**config.mk**
```make
export PLATFORM = sky130hd
export DESIGN_NAME = race_condition_pipe
export DESIGN_NICKNAME = d
export VERILOG_FILES = /design/src/rtl/race_condition_pipe.sv
export SDC_FILE = /design/constraint.sdc
export NUM_CORES = 1
export LEC_CHECK = 0
export ABC_CLOCK_PERIOD_IN_PS = 4900
export CAP_MARGIN = 25
export CORE_MARGIN = 5
export CORE_UTILIZATION = 39
export DETAILED_ROUTE_END_ITERATION = 8
export PLACE_DENSITY = 0.75
export SYNTH_ARGS = -nofsm -noshare
export SYNTH_HDL_FRONTEND = slang
export SYNTH_SLANG_ARGS = --single-unit
```
**constraint.sdc**
```tcl
create_clock -name clk -period 4.9 [get_ports clk]
set_clock_uncertainty 0.15 [all_clocks]
set_input_delay 0.49 -clock clk [delete_from_list [all_inputs] [get_ports clk]]
set_output_delay 0.49 -clock clk [all_outputs]
set_load 0.1 [all_outputs]
```
**src/rtl/race_condition_pipe.sv**
```systemverilog
// Elastic multi-lane add/subtract pipeline with valid/ready on both sides.
// Define RACE_CONDITION_PIPE_CNT_EN to add the 16-bit consumed-result counter res_cnt.
module race_condition_pipe #(
    parameter int N      = 4,
    parameter int LANES  = 2,
    parameter int STAGES = 2
) (
    input  logic                     clk,
    input  logic                     rst,
    input  logic [LANES*N-1:0]       a,
    input  logic [LANES*N-1:0]       b,
    input  logic [LANES-1:0]         op,
    input  logic                     arg_vld,
    output logic                     arg_rdy,
    output logic [LANES*(N+1)-1:0]   res,
    output logic                     res_vld,
`ifdef RACE_CONDITION_PIPE_CNT_EN
    input  logic                     res_rdy,
    output logic [15:0]              res_cnt
`else
    input  logic                     res_rdy
`endif
);

    localparam int W = LANES * (N + 1);

    logic [STAGES-1:0] vld;
    logic [STAGES-1:0] adv;
    logic [W-1:0]      data [STAGES];
    logic [W-1:0]      s0_result;

    // A stage may advance unless it and every stage after it are full while
    // the consumer stalls; this is the unrolled form of the adv chain and
    // lets empty slots upstream of a stalled output keep filling.
    always_comb begin
        // NOTE: every always_comb output gets a default first so no path leaves it unassigned (no latch).
        adv = '0;
        for (int k = 0; k < STAGES; k++) begin
            logic full_tail;
            full_tail = 1'b1;
            for (int j = k; j < STAGES; j++) begin
                full_tail = full_tail & vld[j];
            end
            adv[k] = ~full_tail | res_rdy;
        end
    end

    // Per-lane arithmetic: N+1 bit result, carry or borrow lands in bit N.
    always_comb begin
        s0_result = '0;
        for (int i = 0; i < LANES; i++) begin
            if (op[i]) begin
                s0_result[i*(N+1) +: N+1] = {1'b0, a[i*N +: N]} - {1'b0, b[i*N +: N]};
            end else begin
                s0_result[i*(N+1) +: N+1] = {1'b0, a[i*N +: N]} + {1'b0, b[i*N +: N]};
            end
        end
    end

    always_ff @(posedge clk) begin
        if (!rst) begin
            // NOTE: non-blocking assignments keep every stage reading the pre-edge value of its neighbour.
            vld <= '0;
            // NOTE: data registers are cleared too because res must read 0 during and just after reset.
            for (int k = 0; k < STAGES; k++) begin
                data[k] <= '0;
            end
        end else begin
            if (adv[0]) begin
                vld[0] <= arg_vld;
                if (arg_vld) begin
                    data[0] <= s0_result;
                end
            end
            for (int k = 1; k < STAGES; k++) begin
                if (adv[k]) begin
                    vld[k] <= vld[k-1];
                    if (vld[k-1]) begin
                        data[k] <= data[k-1];
                    end
                end
            end
        end
    end

    assign arg_rdy = adv[0] & rst;
    assign res_vld = vld[STAGES-1];
    assign res     = data[STAGES-1];

`ifdef RACE_CONDITION_PIPE_CNT_EN
    always_ff @(posedge clk) begin
        if (!rst) begin
            res_cnt <= '0;
        end else if (res_vld && res_rdy) begin
            res_cnt <= res_cnt + 16'd1;
        end
    end
`endif

endmodule

```
==> out/qor.yml <==
mostFrequentLayoutCells: "clkdlybuf4s50_1 (33), edfxtp_1 (20), nor2_1 (12)"
p_comb_share_pct: 34.7
ys_async_sr_fraction_pct: 0
fin_cells: 190
worstPathCellList: "clkdlybuf4s50_1 -> and2_2 -> clkdlybuf4s50_1"
ys.flop_type: "edfxtp_1"
synth_warnings: 0
core_area_um2: 3340
die_w_um: 68.8
area_growth_pct: 24.4
cts_htree_levels: 1
rows: 21
finalHoldViolCount: 0
antenna_found_initial: 0
routabilityCongestion: 0.740
die_h_um: 68.8
io_pins: 34
synth-seq-cells: 22
ant_nets: 0
cp_common_cell: "clkdlybuf4s50_1"
fin_tns_setup_ns: 0
switching_share_pct: 33.1
worstMarginPinSlew_ns: 0.977
drt_pass1_iterations: 2
totalWireLength_mm: 2.14
peakVddDrop_uv: 91.9
grt_max_degree: 19
synth_nets: 152
p_int_uw: 320
dpl.hpwl_mm: 1.77
power_switching_uw: 158
syn_inst: 118
fin_nets: 179
leakage_uw: 0.000724
drive_above_1_share_pct: 9.03
clock_power_share_pct: 17.1
synth_area_um2: 1350
synth_edf_count: 20
n_fill_cell: 313
clock-sinks: 22
grt_pass1_wl_mm: 3.48
ys_types: 28
grt.overflow.total: 0
slowest_delay_ns: 1.12
worstSetupEndpointType: "output pin"
grt_pass1_vias: 836
critPathLaunchType: "input pin"
wl_per_cell_um: 11.3
p_per_area_nw_per_um2: 285
rsz0062_at_grt: "false"
hold_buffers: 0
dieArea_um2: 4730
slew_violations: 0
fin_util_pct: 50.2
slew_headroom_pct: 34.7
seq_power_share_pct: 48.2
status: "finished, final reports clean"
postCtsResizedCells: 0
worst_path_max_delay_cell: "clkdlybuf4s50_1"
port_buffers: 33
route.detailed.drc: 0
cts_setup_buffers: 0
cts_tree: "yes"
finalCriticalPeriod_ns: 3.25
cts.path.max_buffers: 2
worstPathRequired_ns: 4.26
avgSynthCellArea_um2: 11.4
grt_use_total_pct: 9.90
clk_pin_slew_ns: 0.11
start_util_pct: 40.4
crit_type: "input pin to output pin"
cap_violations: 0
final_common_cell: "clkdlybuf4s50_1"
fin_crit_sh_pct: 66.4
diodes: 0
route.vias.total: 856
cts_buffers: 3
fmax_mhz: 308
viasPerCell: 4.51
clock_latency_ns: 0.29
finalSetupViolCount: 0
cp_data_arrival_time_ns: 2.61
min-delay-path-class: "flip-flop to flip-flop"
clockRootBuffer: "clkbuf_4"
drtIter0Drc: 29
yosysSeqAreaShare_pct: 47.5
dp.cells: 186
worstPathMaxFanout: 18
## kinds of logic after synthesis
| family | Yosys count | synth area share [%] |
|---|---|---|
| buffers and inverters | 22 | 9.47 |
| DFF | 22 | 47.5 |
| adders and majority gates | 12 | 12.3 |
| xor gates and xnor gates | 8 | 5.20 |
| AOI/OAI and AO/OA | 14 | 7.71 |
| and+or+nand+nor | 38 | 16.3 |
| muxes | 2 | 1.49 |
## layer usage
layer	routed length, um	global-route usage (%)	share of wire (%)
met3	127	1.62	5.9
met2	1170	18.6	55
met1	837	10.8	39
met5	0	0	0
met4	0	4.38	0
## per-stage QoR
stage	hold slack [ns]	area, um2	total power, uW	worst slack, ns
3_5_place_dp	0.372	1650	401	1.64
2_1_floorplan	0.353	1350	364	2.61
3_3_place_gp	0.360	1650	398	1.68
4_1_cts	0.403	1680	481	1.64
5_1_grt	0.432	1680	501	1.56
6_report	0.404	1680	478	1.65
## state kept, by name, summed over array words and instances, names as in the netlist
register	cells
vld	2
data	20
## path summary, 6_finish.rpt
check / from / end / slack (ns) / depth (start not counted)
setup / recovery: rst / arg_rdy / 1.65 / 3
hold reg to reg: vld[0] / vld[1] / 0.40 / 1
setup reg to reg: vld[1] / data[0][16] / 3.39 / 3
hold / removal: vld[0] / vld[1] / 0.40 / 1
## power groups by stage
stage,Combinational [uW],Sequential [uW],Clock (uW)
final,166,230,81.6
after global routing,180,232,89.6
after CTS,168,230,82.9
after detailed placement,167,234,0
after global placement,164,234,0
after floorplan,128,236,0
## Yosys cell counts, types with 4 or more instances
library cell  number  area (um2)
ha_1              10         125
o21a_1             5        37.5
edfxtp_1          20         601
inv_1              9        33.8
nor2_1            12        45.0
buf_4             10        75.1
nor3_1             4        20.0
a21oi_1            4        20.0
and3_1            10        62.6
xnor2_1            8        70.1
## final cells by class
cell class	count	area, um2	area share [%]
sequential	22	641	38.2
timing repair buffer	34	335	20.0
inverter	10	37.5	2.24
clock buffer	4	26.3	1.57
multi-input combinational	74	579	34.6
tap	46	57.6	3.43
## worst max-delay path, delay by kind of cell
kind                   cells  cell delay [ns]
buffers and inverters      2             1.88
AND/OR/NAND/NOR            1             0.24
No activity file was read; power rests on OpenSTA's default activity.
